$ cat src/rtl/ula_pkg.sv
// Shared state type, widths and unit indices for the ULA bus sequencer.
package ula_pkg;

  localparam int ULA_BUS_W  = 9;
  localparam int ULA_DATA_W = 8;

  localparam logic [1:0] UNIT_ARITH = 2'd0;
  localparam logic [1:0] UNIT_LOGIC = 2'd1;
  localparam logic [1:0] UNIT_CMP   = 2'd2;
  localparam logic [1:0] UNIT_SHIFT = 2'd3;

  typedef enum logic [1:0] {
    ST_IDLE,
    ST_LOAD,
    ST_DRIVE,
    ST_RESP
  } ula_state_e;

  function automatic logic [3:0] unit_onehot(input logic [1:0] unit);
    unit_onehot = 4'b0001 << unit;
  endfunction

endpackage

$ cat src/rtl/ula_settle_timer.sv
// 4-bit down-counter timing how long a ULA unit drives the shared bus.
module ula_settle_timer (
  input  logic       clk,
  input  logic       rst_n,
  input  logic       i_load,
  input  logic [3:0] i_load_val,
  input  logic       i_dec,
  output logic       o_zero
);

  logic [3:0] r_count;

  always_ff @(posedge clk or negedge rst_n) begin
    if (!rst_n) begin
      r_count <= 4'd0;
    end else if (i_load) begin
      r_count <= i_load_val;
    end else if (i_dec && (r_count != 4'd0)) begin
      r_count <= r_count - 4'd1;
    end
  end

  assign o_zero = (r_count == 4'd0);

endmodule

$ cat src/rtl/ula_bus_sequencer.sv
// Sequences one request at a time onto a shared tri-state ULA result bus and
// returns the captured result through a valid/ready response channel.
module ula_bus_sequencer
  import ula_pkg::*;
#(
  parameter int SETTLE  = 1,
  parameter int N_UNITS = 4
) (
  input  logic                  clk,
  input  logic                  rst_n,
  input  logic                  req_valid,
  output logic                  req_ready,
  input  logic [1:0]            req_unit,
  input  logic [ULA_DATA_W-1:0] req_a,
  input  logic [ULA_DATA_W-1:0] req_b,
  output logic [ULA_DATA_W-1:0] ula_a,
  output logic [ULA_DATA_W-1:0] ula_b,
  output logic [N_UNITS-1:0]    ula_en,
  input  logic [ULA_BUS_W-1:0]  ula_bus,
  output logic                  rsp_valid,
  input  logic                  rsp_ready,
  output logic [ULA_BUS_W-1:0]  rsp_data,
  output logic [1:0]            rsp_unit,
  output logic                  busy,
  output logic [15:0]           ops_done
);

  // Counter holds SETTLE-1 on DRIVE entry so the zero flag marks the last drive cycle.
  localparam logic [3:0] SETTLE_LOAD = 4'(SETTLE - 1);

  ula_state_e            r_state;
  logic [ULA_DATA_W-1:0] r_ula_a;
  logic [ULA_DATA_W-1:0] r_ula_b;
  logic [N_UNITS-1:0]    r_ula_en;
  logic                  r_rsp_valid;
  logic [ULA_BUS_W-1:0]  r_rsp_data;
  logic [1:0]            r_rsp_unit;
  logic [15:0]           r_ops_done;

  logic w_timer_load;
  logic w_timer_dec;
  logic w_settle_zero;

  assign w_timer_load = (r_state == ST_LOAD);
  assign w_timer_dec  = (r_state == ST_DRIVE);

  ula_settle_timer u_settle_timer (
    .clk        (clk),
    .rst_n      (rst_n),
    .i_load     (w_timer_load),
    .i_load_val (SETTLE_LOAD),
    .i_dec      (w_timer_dec),
    .o_zero     (w_settle_zero)
  );

  always_ff @(posedge clk or negedge rst_n) begin
    if (!rst_n) begin
      r_state     <= ST_IDLE;
      r_ula_a     <= '0;
      r_ula_b     <= '0;
      r_ula_en    <= '0;
      r_rsp_valid <= 1'b0;
      r_rsp_data  <= '0;
      r_rsp_unit  <= '0;
      r_ops_done  <= '0;
    end else begin
      case (r_state)
        ST_IDLE: begin
          if (req_valid) begin
            r_ula_a    <= req_a;
            r_ula_b    <= req_b;
            r_rsp_unit <= req_unit;
            r_state    <= ST_LOAD;
          end
        end
        ST_LOAD: begin
          r_ula_en <= N_UNITS'(unit_onehot(r_rsp_unit));
          r_state  <= ST_DRIVE;
        end
        ST_DRIVE: begin
          // Enable drops on the capture edge, giving break-before-make to the next unit.
          if (w_settle_zero) begin
            r_rsp_data  <= ula_bus;
            r_ula_en    <= '0;
            r_rsp_valid <= 1'b1;
            r_state     <= ST_RESP;
          end
        end
        ST_RESP: begin
          if (rsp_ready) begin
            r_rsp_valid <= 1'b0;
            r_ops_done  <= r_ops_done + 16'd1;
            r_state     <= ST_IDLE;
          end
        end
        default: r_state <= ST_IDLE;
      endcase
    end
  end

  assign req_ready = (r_state == ST_IDLE);
  assign busy      = (r_state != ST_IDLE);
  assign ula_a     = r_ula_a;
  assign ula_b     = r_ula_b;
  assign ula_en    = r_ula_en;
  assign rsp_valid = r_rsp_valid;
  assign rsp_data  = r_rsp_data;
  assign rsp_unit  = r_rsp_unit;
  assign ops_done  = r_ops_done;

endmodule

$ cat config.mk
export PLATFORM = sky130hd
export DESIGN_NAME = ula_bus_sequencer
export DESIGN_NICKNAME = d
export VERILOG_FILES = /design/src/rtl/ula_pkg.sv /design/src/rtl/ula_settle_timer.sv /design/src/rtl/ula_bus_sequencer.sv
export SDC_FILE = /design/constraint.sdc
export NUM_CORES = 1
export LEC_CHECK = 0
export ABC_CLOCK_PERIOD_IN_PS = 2900
export CORE_MARGIN = 4
export CORE_UTILIZATION = 45
export CTS_BUF_LIST = sky130_fd_sc_hd__clkbuf_4 sky130_fd_sc_hd__clkbuf_8
export CTS_CLUSTER_DIAMETER = 150
export CTS_CLUSTER_SIZE = 14
export DETAILED_ROUTE_END_ITERATION = 8
export PLACE_DENSITY = 0.87
export REMOVE_ABC_BUFFERS = 1
export SLEW_MARGIN = 20
export SYNTH_ARGS = -nofsm -noshare
export SYNTH_HDL_FRONTEND = slang
export SYNTH_SLANG_ARGS = --single-unit
$ cat constraint.sdc
create_clock -name clk -period 2.9 [get_ports clk]
set_input_delay 0.58 -clock clk [delete_from_list [all_inputs] [get_ports clk]]
set_output_delay 0.58 -clock clk [all_outputs]
set_load 0.02 [all_outputs]
# [Yosys cells after proc, flatten, opt, wreduce, memory -nomap -nowiden]
# Cells that the tools add are included.
[word_totals] regBits=54 latch_bits=0 ramBits=0 mem_bits_ro=0 in_bits=31 out_inout_bits=50 word_cells=43 n_memories=0
[op_classes] n_addsub=2 mul=0 div=0 magnitude_cmp=0 n_eq_ne=6 shifts=1 mux=11 bitwise_logic=0 reduce_logical=14
[op_table] op="16-bit by 1-bit adder with 16-bit output, second input constant" n=1
[op_table] op="4-bit two-way mux" n=3
[op_table] op="2-bit one-hot mux with 4 select lines" n=1
[op_table] op="4-bit one-hot mux with 2 select lines" n=1
[op_table] op="2-bit AND reduction" n=4
[op_table] op="2-bit nonzero test" n=4
[op_table] op="2-bit two-way mux" n=3
[op_table] op="2-bit inequality test, second input constant" n=3
[op_table] op="3-bit AND reduction" n=2
[op_table] op="2-bit equality test, second input constant" n=2
[op_table] op="4-bit logical NOT" n=1
[op_table] op="4-bit nonzero test" n=1
[op_table] op="1-bit by 2-bit left shift with 4-bit output, first input constant" n=1
[op_table] op="4-bit by 1-bit subtractor with 4-bit output, second input constant" n=1
[op_table] op="2-bit by 1-bit equality test with 1-bit output, second input constant" n=1
[op_table] op="2-bit logical NOT" n=1
[op_table] op="1-bit two-way mux" n=2
[op_table] op="1-bit one-hot mux with 2 select lines" n=1
[op_table] op="1-bit logical AND" n=1

# [Longest topological paths before layout]
[depth] ltp_word=4 ltp_mapped=7 ltp_nobuf=6

# [Cells and area by module]
# A second synthesis with hierarchy kept.
[hier_totals] hier_cells=185 area_unflattened_um2=2411.1
[modules_own_cells] mod="ula_bus_sequencer" n_inst=1 cells_per_inst=158 area_each_um2=2140.8 seq_area_each_um2=1251.2
[modules_own_cells] mod="ula_settle_timer" n_inst=1 cells_per_inst=27 area_each_um2=270.3 seq_area_each_um2=100.1

# [Least setup slack after synthesis]
# No wires, ideal clock.
[synth_path] path_type="reg-to-reg" startpoint="reg r_state[0]" endpoint="reg r_ula_a[0] (netlist: ula_a[0])" setup_ps=125 arrival_ps=1578 required_time_ps=2775 path_slack_ps=1197 path_stages_with_launch=6 n_path_buf=1 period_less_slack_ps=1703 path_cell_list="dfrtp_1 -> inv_1 -> ha_1 -> nand2_1 -> buf_2 -> mux2_2"
[synth_between] elab_chain_len=2
[synth_lines] element="start: declaration" line="ula_bus_sequencer.sv:31" rtl="ula_state_e r_state;"
[synth_lines] element="start signal: assignment" line="ula_bus_sequencer.sv:58" rtl="r_state <= ST_IDLE;"
[synth_lines] element="start signal: assignment" line="ula_bus_sequencer.sv:73" rtl="r_state <= ST_LOAD;"
[synth_lines] element="start signal: assignment" line="ula_bus_sequencer.sv:78" rtl="r_state <= ST_DRIVE;"
[synth_lines] element="2-bit logical NOT"
[synth_lines] element="named net req_ready" line="ula_bus_sequencer.sv:12" rtl="output logic req_ready,"
[synth_lines] element="2-bit AND reduction (no line)"
[synth_lines] element="end signal: assignment" line="ula_bus_sequencer.sv:70" rtl="r_ula_a <= req_a;"
[synth_lines] element="end: declaration" line="ula_bus_sequencer.sv:32" rtl="logic [ULA_DATA_W-1:0] r_ula_a;"
# The timed path passes the listed nets, and every way through them passes these cells.
# A chain may end at the register's enable or synchronous reset.

# [Worst setup path in the final report]
[layout_path] startpoint="reg r_state[1]" endpoint="out busy"
[layout_between] elab_chain_len=1
[layout_lines] element="2-bit nonzero test" line="ula_bus_sequencer.sv:102" rtl="assign busy = (r_state != ST_IDLE);"
[layout_lines] element="end: declaration" line="ula_bus_sequencer.sv:24" rtl="output logic busy,"
# Every way passes these cells.

==> reports/summary.log <==
qor: timing.finClkSkew 0.00452 ns
qor: final_layout.final_layout_size_suffix_gt1_share 17.3%
qor: floorplan.die_w 80.0 um
qor: route.drt_iter0_markers 53
qor: yosys.synth-simple-area-share 10.7%
qor: yosys.netlist.area_leader.share 57.9%
qor: global_routing.grt_antenna_before_repair 0
qor: timing.fin_crit_sh 79.3%
qor: critical_path.slowest_delay 0.61 ns
qor: critical_path.critical_path_required 2.32 ns
qor: global_routing.maximum_number_of_pins_on_one_net_before_global_route_repair 20
qor: critical_path.timing.setup.critical_path_class reg2out
qor: yosys.synth.top_cells.by_area sky130_fd_sc_hd__dfrtp_1, sky130_fd_sc_hd__mux2_2, sky130_fd_sc_hd__xnor2_1
qor: yosys.post_synth_xor_area_fraction 6.76%
qor: placed_design.dpl.hpwl 3920 um
qor: clocking.tritoncts_buffers 5
qor: clocking.cts-hold-fix-buffers 0
qor: final_layout.finish.net_count 304
qor: clocking.path_clk_slew 0.09 ns
qor: yosys.ys_warn_count 0
qor: min_path.min_path_type in2async
qor: placed_design.io_buffer_count 80
qor: route.drt-pass1-iter-count 4
qor: floorplan.std_cell_rows 25
qor: route.vias_per_cell 4.93
qor: critical_path.setup.worst_path.start_class flop
qor: timing.min_period 2.30 ns
qor: critical_path.critical_path.slowest_cell sky130_fd_sc_hd__clkdlybuf4s50_1
qor: yosys.post_synth_mux_area_share 14.7%
qor: critical_path.cp.arrival 1.72 ns
qor: run_status.run_status finished clean
qor: clocking.clk-insertion-delay-late 0.30 ns
qor: clocking.post_cts_resized 0
qor: timing.totalNegativeSetupSlack 0 ns
qor: critical_path.crit_path_frequent_cell sky130_fd_sc_hd__inv_1
qor: global_routing.groute.usage.overall 16.5%
qor: critical_path.timing.critical_path.buf_inv 3
qor: yosys.compound_cell_area_share_of_the_yosys_netlist 2.90%
qor: timing.max_clock_freq 435 MHz
qor: timing.final_max_slew_viol_count 0
qor: yosys.synth_area 2330 um^2
qor: yosys.post-synth-top-count-cell sky130_fd_sc_hd__dfrtp_1
qor: critical_path.timing.critical_path.fanout_max 4
qor: yosys.yosys_register_bits 54
qor: yosys.synth.yosys.seq_area_share 57.9%
qor: final_layout.post-route-util 68.0%
qor: clocking.cts.sinks 54
qor: route.via_count 1641
qor: yosys.synth_ff_type sky130_fd_sc_hd__dfrtp_1
qor: final_layout.area_delta_synth_final 42.3%
qor: timing.setup_repair_after_global_routing_missed_its_margin no
qor: yosys.avgSynthCellArea 13.1 um^2
qor: timing.final-hold-violation-count 0
qor: timing.final_setup_violation_count 0
qor: clocking.cts_max_level 2
qor: power_and_ir_drop.power_per_cell_area 983 nW/um^2
qor: global_routing.first_global_vias 1769
qor: global_routing.grt-ovfl-total 0
qor: route.wl 5020 um
qor: clocking.cts_root_buf sky130_fd_sc_hd__clkbuf_8
qor: timing.worstMarginPinSlew 0.459 ns
qor: yosys.postSynth.asyncResetShare 100%
qor: route.post-route-drc-count 0
qor: floorplan.io-pin-count 81
qor: floorplan.core_area 4880 um^2
qor: yosys.synth_edf_count 0
qor: flow_run.maxCapViolCount 0
qor: yosys.postSynthCellCount 178
qor: critical_path.timing.critical_path.to_type primary output
qor: critical_path.r2r-start u_settle_timer.r_count[0]
qor: clocking.post_cts_repair_setup_buffers 0
qor: critical_path.cp_cell_sequence inv_1, ha_1, inv_1, clkdlybuf4s50_1
qor: yosys.synth_top_cell_by_area sky130_fd_sc_hd__dfrtp_1
qor: yosys.synth_commonest_cells sky130_fd_sc_hd__dfrtp_1, sky130_fd_sc_hd__mux2_2, sky130_fd_sc_hd__nand2_1
qor: global_routing.wire_length_of_the_first_global_routing_pass 8230 um
qor: route.wl_per_cell 15.1 um
qor: power_and_ir_drop.finalPower 3.26 mW
qor: final_layout.number_of_antenna_cells_inserted 0
qor: timing.worst_slew_margin_rel 69.4%
qor: route.detail-route-antenna-nets 0
qor: floorplan.initial_core_util 47.8%
qor: floorplan.die_height 80.0 um
qor: critical_path.critical-path-top-delay-family buffers and inverters
qor: critical_path.cp-startpoint r_state[1]
qor: yosys.synth_top_family_by_area multiplexers
qor: clocking.cts_max_path_buffers 2
qor: power_and_ir_drop.peakVddDrop 0.800 mV
qor: clocking.cts_tree built
qor: floorplan.dieArea 6400 um^2
qor: power_and_ir_drop.power_leakage 1.43 nW
qor: placed_design.place.gp.congestion 0.821
qor: yosys.yosysUniqueCellTypes 27
qor: yosys.yosys.area_share.adder 4.29%
==> where the power goes <==
group / switching (mW) / internal, mW / total, mW
sequential: 0.171 / 1.02 / 1.19
combinational: 0.753 / 0.825 / 1.58
clock: 0.222 / 0.277 / 0.499
total: 1.15 / 2.12 / 3.26
==> registers in the layout (all words and copies together) (netlist names) <==
register / flops
u_settle_timer.r_count: 4
rsp_valid: 1
rsp_unit: 2
ops_done: 16
rsp_data: 9
ula_a: 8
r_state: 2
ula_en: 4
ula_b: 8
==> through the flow <==
stage               area (um^2)  instances  worst slack, ns  hold slack, ns
global route               3320        333            0.519           0.225
global placement           3210        325            0.960           0.468
floorplan                  2300        175             1.21           0.284
CTS                        3320        333            0.590           0.210
finish                     3320        333            0.600           0.222
detailed placement         3210        325            0.866           0.474
==> metal layers <==
metal	track usage [%]	vias to the layer above	share of wire [%]
met5	0	-	0
met4	6.25	0	2.7
met3	4.40	13	5.8
met2	28.9	52	51
met1	19.3	799	41
li1	-	777	-
==> path summary, 6_finish.rpt <==
check	end	slack (ns)	cells past startpoint
worst min register to register	ops_done[15]	0.49	1
worst max-delay path	busy	0.60	4
min in group clk	ops_done[15]	0.49	1
worst min-delay path	ula_b[2]	0.22	1
worst max register to register	rsp_data[3]	1.07	5
max in group asynchronous	ula_b[3]	2.06	2
==> kinds of logic after synthesis <==
kind of cell	after synthesis
DFF	54
and+or+nand+nor	48
muxes	29
xor gates and xnor gates	18
buffers and inverters	12
AOI/OAI and AO/OA	9
adders and majority gates	8
==> layout by cell type, fill, tap and decap left out <==
cell type,count
sky130_fd_sc_hd__mux2_2,23
sky130_fd_sc_hd__nor2_1,9
sky130_fd_sc_hd__buf_4,3
sky130_fd_sc_hd__inv_1,9
sky130_fd_sc_hd__xnor2_1,13
sky130_fd_sc_hd__bufinv_16,1
sky130_fd_sc_hd__and3_1,2
sky130_fd_sc_hd__o21ai_0,1
sky130_fd_sc_hd__clkdlybuf4s50_1,79
sky130_fd_sc_hd__clkbuf_4,2
sky130_fd_sc_hd__nand4_1,5
sky130_fd_sc_hd__nand2b_1,1
sky130_fd_sc_hd__nor3_1,1
sky130_fd_sc_hd__clkbuf_8,5
sky130_fd_sc_hd__nand2_1,17
sky130_fd_sc_hd__buf_2,1
sky130_fd_sc_hd__xor2_1,5
sky130_fd_sc_hd__a21oi_2,2
sky130_fd_sc_hd__or3b_4,1
sky130_fd_sc_hd__nor2_8,1
sky130_fd_sc_hd__a21oi_1,2
sky130_fd_sc_hd__mux2_4,5
sky130_fd_sc_hd__dfrtp_1,54
sky130_fd_sc_hd__nor4_2,1
sky130_fd_sc_hd__o32ai_1,4
sky130_fd_sc_hd__and2_1,1
sky130_fd_sc_hd__nand3_1,8
sky130_fd_sc_hd__ha_1,8
sky130_fd_sc_hd__mux2i_1,1
sky130_fd_sc_hd__or2_2,1
==> layout make-up <==
class,count,area [um^2]
tap,67,83.8
clock buffer,7,83.8
inverter,9,33.8
multi-input combinational,112,918
timing repair buffer,83,818
fill,366,1560
clock inverter,1,30.0
sequential,54,1350
Power figures use the tool's default switching activity.
